--- src/rtl/link_dma_framer.sv ---
// Optical-link receive framer: cuts the 32-bit word stream into K-delimited frames,
// packs word pairs into 64-bit beats and queues header/data/trailer beats for the DMA stream.
module link_dma_framer #(
  parameter int FIFO_DEPTH = 16,
  parameter int MAX_WORDS  = 1024
) (
  input  logic                          dmaClk,
  input  logic                          dmaRstL,
  input  logic                          enable,
  input  logic [31:0]                   linkData,
  input  logic [3:0]                    linkK,
  input  logic                          linkValid,
  output logic                          obTValid,
  output logic [63:0]                   obTData,
  output logic [7:0]                    obTKeep,
  output logic                          obTLast,
  input  logic                          obTReady,
  output logic [15:0]                   frameSeq,
  output logic [15:0]                   dropCnt,
  output logic [$clog2(FIFO_DEPTH):0]   fifoCount
);

  localparam int AW = $clog2(FIFO_DEPTH);
  localparam int CW = AW + 1;
  localparam logic [16:0]   MAXW     = 17'(MAX_WORDS);
  localparam logic [CW-1:0] ROOM_MAX = CW'(FIFO_DEPTH - 2);

  typedef enum logic [1:0] {S_WAIT, S_FRAME, S_TRAIL} state_t;

  typedef struct packed {
    logic        last;
    logic [7:0]  keep;
    logic [63:0] data;
  } beat_t;

  state_t        state_q, state_d;
  logic          in_v_q;
  logic [31:0]   in_d_q;
  logic [3:0]    in_k_q;
  logic [31:0]   acc_q, acc_d;
  logic          half_q, half_d;
  logic [15:0]   word_cnt_q, word_cnt_d;
  logic          ovf_q, ovf_d, prot_q, prot_d, trunc_q, trunc_d;
  logic [15:0]   seq_q, seq_d, drop_q, drop_d;
  logic [AW-1:0] wr_ptr_q, wr_ptr_d, rd_ptr_q, rd_ptr_d;
  logic [CW-1:0] cnt_q, cnt_d;
  logic          push, pop, drop_inc, room;
  beat_t         push_beat, head;
  beat_t         mem_q [FIFO_DEPTH];

  logic is_ctl, is_sof, is_eof, is_idle, is_data, is_badk;

  assign is_ctl  = in_v_q && (in_k_q == 4'b0001);
  assign is_sof  = is_ctl && (in_d_q[7:0] == 8'h3C);
  assign is_eof  = is_ctl && (in_d_q[7:0] == 8'hDC);
  assign is_idle = is_ctl && (in_d_q[7:0] == 8'hBC);
  assign is_data = in_v_q && (in_k_q == 4'b0000);
  assign is_badk = in_v_q && !is_data && !is_sof && !is_eof && !is_idle;

  // Registered count only: a pop in the same cycle does not create room.
  assign room = (cnt_q <= ROOM_MAX);

  always_comb begin
    state_d    = state_q;
    acc_d      = acc_q;
    half_d     = half_q;
    word_cnt_d = word_cnt_q;
    ovf_d      = ovf_q;
    prot_d     = prot_q;
    trunc_d    = trunc_q;
    seq_d      = seq_q;
    drop_inc   = 1'b0;
    push       = 1'b0;
    push_beat  = '0;
    case (state_q)
      S_WAIT: begin
        if (is_sof && enable) begin
          if (room) begin
            push      = 1'b1;
            push_beat = '{last: 1'b0, keep: 8'hFF, data: {seq_q, 16'h0, 8'h0, in_d_q[31:8]}};
            seq_d     = seq_q + 16'd1;
            state_d   = S_FRAME;
          end else begin
            drop_inc = 1'b1;
          end
        end
      end
      S_FRAME: begin
        if (is_data) begin
          if (word_cnt_q != 16'hFFFF) word_cnt_d = word_cnt_q + 16'd1;
          if ({1'b0, word_cnt_q} >= MAXW) begin
            trunc_d = 1'b1;
          end else if (!half_q) begin
            acc_d  = in_d_q;
            half_d = 1'b1;
          end else begin
            half_d = 1'b0;
            if (room) begin
              push      = 1'b1;
              push_beat = '{last: 1'b0, keep: 8'hFF, data: {in_d_q, acc_q}};
            end else begin
              ovf_d = 1'b1;
            end
          end
        end else if (is_badk) begin
          prot_d = 1'b1;
        end else if (is_eof || is_sof) begin
          // A SOF inside a frame closes it like EOF; the new frame is lost.
          if (is_sof) begin
            prot_d   = 1'b1;
            drop_inc = 1'b1;
          end
          if (half_q) begin
            if (room) begin
              push      = 1'b1;
              push_beat = '{last: 1'b0, keep: 8'h0F, data: {32'h0, acc_q}};
            end else begin
              ovf_d = 1'b1;
            end
          end
          half_d  = 1'b0;
          state_d = S_TRAIL;
        end
      end
      S_TRAIL: begin
        push       = 1'b1;
        push_beat  = '{last: 1'b1, keep: 8'hFF,
                       data: {32'h0, 13'h0, ovf_q, prot_q, trunc_q, word_cnt_q}};
        ovf_d      = 1'b0;
        prot_d     = 1'b0;
        trunc_d    = 1'b0;
        word_cnt_d = '0;
        acc_d      = '0;
        half_d     = 1'b0;
        state_d    = S_WAIT;
        if (is_sof) drop_inc = 1'b1;
      end
      default: state_d = S_WAIT;
    endcase
  end

  always_comb begin
    pop      = (cnt_q != '0) && obTReady;
    drop_d   = (drop_inc && (drop_q != 16'hFFFF)) ? drop_q + 16'd1 : drop_q;
    cnt_d    = cnt_q + CW'(push) - CW'(pop);
    wr_ptr_d = wr_ptr_q + AW'(push);
    rd_ptr_d = rd_ptr_q + AW'(pop);
  end

  always_ff @(posedge dmaClk or negedge dmaRstL) begin
    if (!dmaRstL) begin
      state_q    <= S_WAIT;
      in_v_q     <= 1'b0;
      in_d_q     <= '0;
      in_k_q     <= '0;
      acc_q      <= '0;
      half_q     <= 1'b0;
      word_cnt_q <= '0;
      ovf_q      <= 1'b0;
      prot_q     <= 1'b0;
      trunc_q    <= 1'b0;
      seq_q      <= '0;
      drop_q     <= '0;
      wr_ptr_q   <= '0;
      rd_ptr_q   <= '0;
      cnt_q      <= '0;
    end else begin
      state_q    <= state_d;
      in_v_q     <= linkValid;
      in_d_q     <= linkData;
      in_k_q     <= linkK;
      acc_q      <= acc_d;
      half_q     <= half_d;
      word_cnt_q <= word_cnt_d;
      ovf_q      <= ovf_d;
      prot_q     <= prot_d;
      trunc_q    <= trunc_d;
      seq_q      <= seq_d;
      drop_q     <= drop_d;
      wr_ptr_q   <= wr_ptr_d;
      rd_ptr_q   <= rd_ptr_d;
      cnt_q      <= cnt_d;
    end
  end

  // Beat storage needs no reset; the occupancy count qualifies it.
  always_ff @(posedge dmaClk) begin
    if (push) mem_q[wr_ptr_q] <= push_beat;
  end

  assign head      = mem_q[rd_ptr_q];
  assign obTValid  = (cnt_q != '0);
  assign obTData   = obTValid ? head.data : '0;
  assign obTKeep   = obTValid ? head.keep : '0;
  assign obTLast   = obTValid && head.last;
  assign frameSeq  = seq_q;
  assign dropCnt   = drop_q;
  assign fifoCount = cnt_q;

endmodule

--- config.mk ---
export PLATFORM = sky130hd
export DESIGN_NAME = link_dma_framer
export DESIGN_NICKNAME = d
export VERILOG_FILES = /design/src/rtl/link_dma_framer.sv
export SDC_FILE = /design/constraint.sdc
export NUM_CORES = 1
export LEC_CHECK = 0
export BUFFER_PORTS_ARGS = -buffer_cell sky130_fd_sc_hd__buf_2
export CAP_MARGIN = 20
export CORE_MARGIN = 4
export CORE_UTILIZATION = 43
export DETAILED_ROUTE_END_ITERATION = 6
export GPL_TIMING_DRIVEN = 0
export HOLD_SLACK_MARGIN = 0.03
export PLACE_DENSITY = 0.62
export REMOVE_ABC_BUFFERS = 1
export SYNTH_ARGS = -nofsm -noshare
export SYNTH_HDL_FRONTEND = slang
export SYNTH_SLANG_ARGS = --single-unit
export TNS_END_PERCENT = 50
--- constraint.sdc ---
create_clock -name dmaClk -period 9.9 [get_ports dmaClk]
set_input_delay 1.485 -clock dmaClk [delete_from_list [all_inputs] [get_ports dmaClk]]
set_output_delay 1.485 -clock dmaClk [all_outputs]
set_load 0.01 [all_outputs]
# [Word level (Yosys, flattened, before mapping)]
# Memory sizes are Yosys's and may differ from the RTL's.
# Index checks and enable logic that the tools add are counted.
[word_totals] ramBits=1168 inputBits=41 n_memories=1 register_bits=136
[classes] n_mux=64 n_reduce_logical=29 n_eq_ne=23 n_addsub=7 magnitude_cmp=2
[mem_list] name="mem_q" words=16 width=73 read_ports=1 rd_clocked_by_memory_dff=0 write_ports=1 line="49" rtl="beat_t mem_q [FIFO_DEPTH];"
[op_table] cell="2-to-1 mux 72 bit" count=5
[op_table] cell="2-to-1 mux 68 bit" count=4
[op_table] cell="case mux 73 bit (3 select lines)" count=1
[op_table] cell="2-to-1 mux 32 bit" count=3
[op_table] cell="2-to-1 mux 73 bit" count=1
[op_table] cell="2-to-1 mux 64 bit" count=1
[op_table] cell="case mux 32 bit (2 select lines)" count=1
[op_table] cell="adder 16 x 1 -> 16 bit (second input constant)" count=3
[op_table] cell="2-to-1 mux 1 bit" count=32
[op_table] cell="2-to-1 mux 16 bit" count=2
[op_table] cell="!= test 16 bit (second input constant)" count=2
[op_table] cell="case mux 16 bit (2 select lines)" count=1
[op_table] cell="!= test 2 bit (second input constant)" count=10
[op_table] cell="== test 8 bit (second input constant)" count=2
[op_table] cell="greater-or-equal comparator 16 x 11 -> 1 bit (second input constant)" count=1
[op_table] cell="!= test 3 bit (second input constant)" count=5
[op_table] cell="logical AND 1 bit" count=13
[op_table] cell="AND reduction 4 bit" count=3
[op_table] cell="2-to-1 mux 2 bit" count=5
[op_table] cell="AND reduction 3 bit" count=3
[op_table] cell="adder 4 x 1 -> 4 bit" count=2
[op_table] cell="== test 8 x 6 -> 1 bit (second input constant)" count=1
[op_table] cell="2-to-1 mux 8 bit" count=1
[op_table] cell="case mux 1 bit (2 select lines)" count=4
[op_table] cell="15 further kinds" count=19

# [Longest topological paths before layout]
[depth] ltp_word=12 mapped_depth=15 mapped_depth_nobuf=14

# [Least setup slack after synthesis]
# Ideal clock, no wire load.
[synth_timing] kind="input-to-reg" from="input enable" to="memory mem_q[12][0] (netlist name) (enable)" required_ns=9.243 setup_slack_ns=0.405 setup_ns=0.657 n_path_buf=0 stages=5 arrival_ns=8.838 path_cell_list="or3b_2 > a21o_1 > o21ai_0 > a21oi_1 > nor4_1"
[synth_between] elab_chain_cells=5
[synth_rtl] item="start: declaration" line="9" rtl="input logic enable,"
[synth_rtl] item="logical AND 1 bit" line="77" rtl="if (is_sof && enable) begin"
[synth_rtl] item="2-to-1 mux 1 bit" line="77"
[synth_rtl] item="case mux 1 bit (3 select lines)" line="75" rtl="case (state_q)"
[synth_rtl] item="2-to-1 mux 1 bit" line="188" rtl="if (push) mem_q[wr_ptr_q] <= push_beat;"
[synth_rtl] item="2-to-1 mux 1 bit (not written as such)" line="188"
[synth_rtl] item="end: declaration" line="49"
# Every way passes these cells.

# [Final worst setup path]
[layout_timing] from="register rd_ptr_q[0]" to="output obTData[0]"
[layout_between] elab_chain_cells=2
[layout_rtl] item="start: declaration" line="45" rtl="logic [AW-1:0] wr_ptr_q, wr_ptr_d, rd_ptr_q, rd_ptr_d;"
[layout_rtl] item="start signal: assignment" line="181" rtl="rd_ptr_q <= rd_ptr_d;"
[layout_rtl] item="memory (16 x 73 bit)"
[layout_rtl] item="2-to-1 mux 64 bit" line="193" rtl="assign obTData = obTValid ? head.data : '0;"
[layout_rtl] item="end: declaration" line="14" rtl="output logic [63:0] obTData,"
# Every way passes these cells.

==> summary.md <==
| Metric | Value |
|---|---|
| Outcome | finished clean |
| Global route overflow | 0 |
| IO Count | 152 |
| Setup Buffers After CTS | 0 |
| Share of cells above drive strength 1 | 31.8% |
| Total CTS buffers | 116 |
| Total GRT Usage | 20.1% |
| Setup CP Type | register to primary output |
| Seq/Total Area, Yosys | 75.6% |
| PortBufs | 151 |
| Reg clk slew, reported paths | 0.06 ns |
| Gate Count Post-Synth | 2219 |
| H-tree depth | 3 |
| Most Used Layer, Global Route | met2 |
| Dpl cell area | 0.0515 mm² |
| Max_cap viols | 0 |
| Initial DRC count | 2498 |
| Arrival time worst endpoint | 4.00 ns |
| DP Wirelength | 76500 µm |
| Synth top area share | 68.3% |
| Layout Cells excl Fill | 4026 |
| Critical Path RT | 8.42 ns |
| Vias in the first global route | 24500 |
| Synth Flop Type | edfxtp_1 |
| Largest net degree at the start of global routing | 77 |
| Peak supply drop | 0.189 mV |
| Final Skew | 0.0198 ns |
| FFs w/ async S/R, synth | 11.3% |
| Top cells by count, synth | edfxtp_1, mux4_2, dfrtp_1 |
| PwrDens | 242 mW/mm² |
| Die area | 0.115 mm² |
| Placement Setup Slack | 4.67 ns |
| Pin slew with the least headroom to its limit | 1.02 ns |
| Core area | 0.109 mm² |
| FP Rows | 121 |
| Final wirelength | 115000 µm |
| Yosys cell types | 55 |
| Multi-input gate area | 0.0111 mm² |
| Endpoints failing setup | 0 |
| Fin crit share | 55.4% |
| Die W | 339 µm |
| # DRC | 0 |
| Final Cell Area | 0.0553 mm² |
| ANT nets after route | 0 |
| Met1 usage | 28.8% |
| Fin. Hold Viols | 0 |
| Mapped Area | 0.0471 mm² |
| Post-layout minimum cycle time | 5.48 ns |
| Area contributors post-synth | edfxtp_1, mux4_2, dfrtp_1, and2_1, nand2_1 |
| Drt wl/cell | 28.5 µm |
| Initial antenna violation count | 3 |
| CTS tree | built |
| GP Congestion | 0.808 |
| WHS | 0.501 ns |
| Fill count | 8491 |
| Number of max-slew violations in the final report | 0 |
| Met3 usage | 3.29% |
| Startpoint types | register |
| Post-cts resize count | 0 |
| Die Y | 339 µm |
| Hold buffers post-CTS | 0 |
| Sequential Area | 0.0356 mm² |
| Placed Cells | 3806 |
| Slew margin rel. | 31.4% |
| Initial Util | 43.3% |
| Via count | 23300 |
| First-pass GRT wire length | 170000 µm |
| CP Capture Type | primary output |
| Clk sink count | 1208 |
| Clock tree buffer depth | 3 |
| Final total power | 13.4 mW |
| Met2 usage | 33.0% |
| FF+latch count, synth | 1208 |
| Worst Setup Slack, final | 4.42 ns |
| Yosys warning total | 0 |
| Drt first pass iters | 5 |
| CTS Root Cell | clkbuf_16 |
| Ant diodes | 0 |
| Most frequent cell after synthesis | edfxtp_1 |
| Area growth from synthesis to layout | 17.5% |
| Post-synth EDFFs | 1072 |
| Leak | 17.2 nW |
| Worst min-delay path category | register to register |
| Syn Area/Cell | 21.2 µm² |
| RSZ-0062 raised after global routing | no |
| F_max | 182 MHz |
| Area leader, netlist | edfxtp_1 |
| Nets | 2569 |
| CP Max Fanout | 39 |
| Number of vias per cell | 5.79 |
| Worst-Skew Late Latency | 0.68 ns |
-- sequential cells by signal, summed over array words and instances, names as in the netlist --
| signal | count |
|---|---|
| mem_q | 1072 |
| acc_q | 32 |
| in_d_q | 32 |
| dropCnt | 16 |
| frameSeq | 16 |
| word_cnt_q | 16 |
| fifoCount | 5 |
| in_k_q | 4 |
| rd_ptr_q | 4 |
| wr_ptr_q | 4 |
| state_q | 2 |
| half_q | 1 |
| in_v_q | 1 |
| ovf_q | 1 |
| prot_q | 1 |
| trunc_q | 1 |
-- routing by layer --
metal	wire length, µm	part of all wire, %
met1	48300	42
met2	56600	49
met3	7860	6.8
met4	2190	1.9
met5	0	0
-- final timing paths --
| check | from | end | slack, ns | cells past startpoint |
|---|---|---|---|---|
| max in group asynchronous | dmaRstL | acc_q[28] | 8.21 | 2 |
| min | ovf_q | ovf_q | 0.50 | 1 |
| min in group asynchronous | dmaRstL | in_d_q[22] | 0.82 | 1 |
| min reg2reg | ovf_q | ovf_q | 0.50 | 1 |
| max | rd_ptr_q[0] | obTData[0] | 4.42 | 7 |
| max reg2reg | in_k_q[1] | mem_q[3][60] | 5.37 | 11 |
-- cell families (layout without fill, tap and decap cells) --
| kind of cell | after synthesis | count (layout) | synth area share, % |
|---|---|---|---|
| buf+inv | 141 | 534 | 1.20 |
| simple gates | 338 | 338 | 3.81 |
| fa+ha+maj | 18 | 18 | 0.494 |
| flops | 1208 | 1208 | 75.6 |
| mux | 340 | 340 | 16.1 |
| xor+xnor | 48 | 48 | 0.892 |
| compound gates | 126 | 126 | 1.91 |
-- layout make-up --
type / count / area share (%)
multi-input cells: 870 / 20.0
flip-flops and latches: 1208 / 64.3
well taps: 1414 / 3.20
clock buffers: 172 / 5.96
repair buffers: 293 / 5.27
inverters: 21 / 0.147
clock inverters: 48 / 1.06
-- worst max-delay path: stages, from the launching register on --
cell	delay, ns
dfrtp_4	0.85
buf_16	0.33
buf_16	0.29
buf_16	0.32
mux4_2	0.56
mux4_2	0.57
and2_1	0.20
buf_2	0.14
-- report_power, final --
part | leakage (nW) | switching (mW) | internal [mW]
Sequential | 10.3 | 0.194 | 5.58
Combinational | 5.00 | 1.48 | 1.66
Clock | 1.90 | 1.83 | 2.64
-- stage by stage --
stage,TNS [ns],utilization [%]
floorplan,-228.88,-
CTS,0,50.8
detailed placement,0,47.3
finish,0,50.8
global placement,-4799.56,45.1
global route,0,50.8
-- cell usage in the layout (no fill, tap or decap), types with 10 or more instances in the layout --
master and count:
edfxtp_1 1072, mux4_2 335, buf_2 150, dfrtp_1 132, clkbuf_16 119, nand2_1 108
and2_1 85, buf_6 64, o21ai_0 41, a22o_1 41, clkbuf_1 41, xnor2_1 32
buf_12 28, nor2_1 25, buf_4 24, buf_16 24, a21o_1 21, inv_1 20
clkinv_2 19, nand4_1 18, nand3_1 17, ha_1 17, xor2_1 16, bufinv_16 13
and3_1 12, clkbuf_8 12, nor4_1 11, clkinv_1 11, and4_1 10, nor2_4 10
Power figures use the tool's default switching activity.
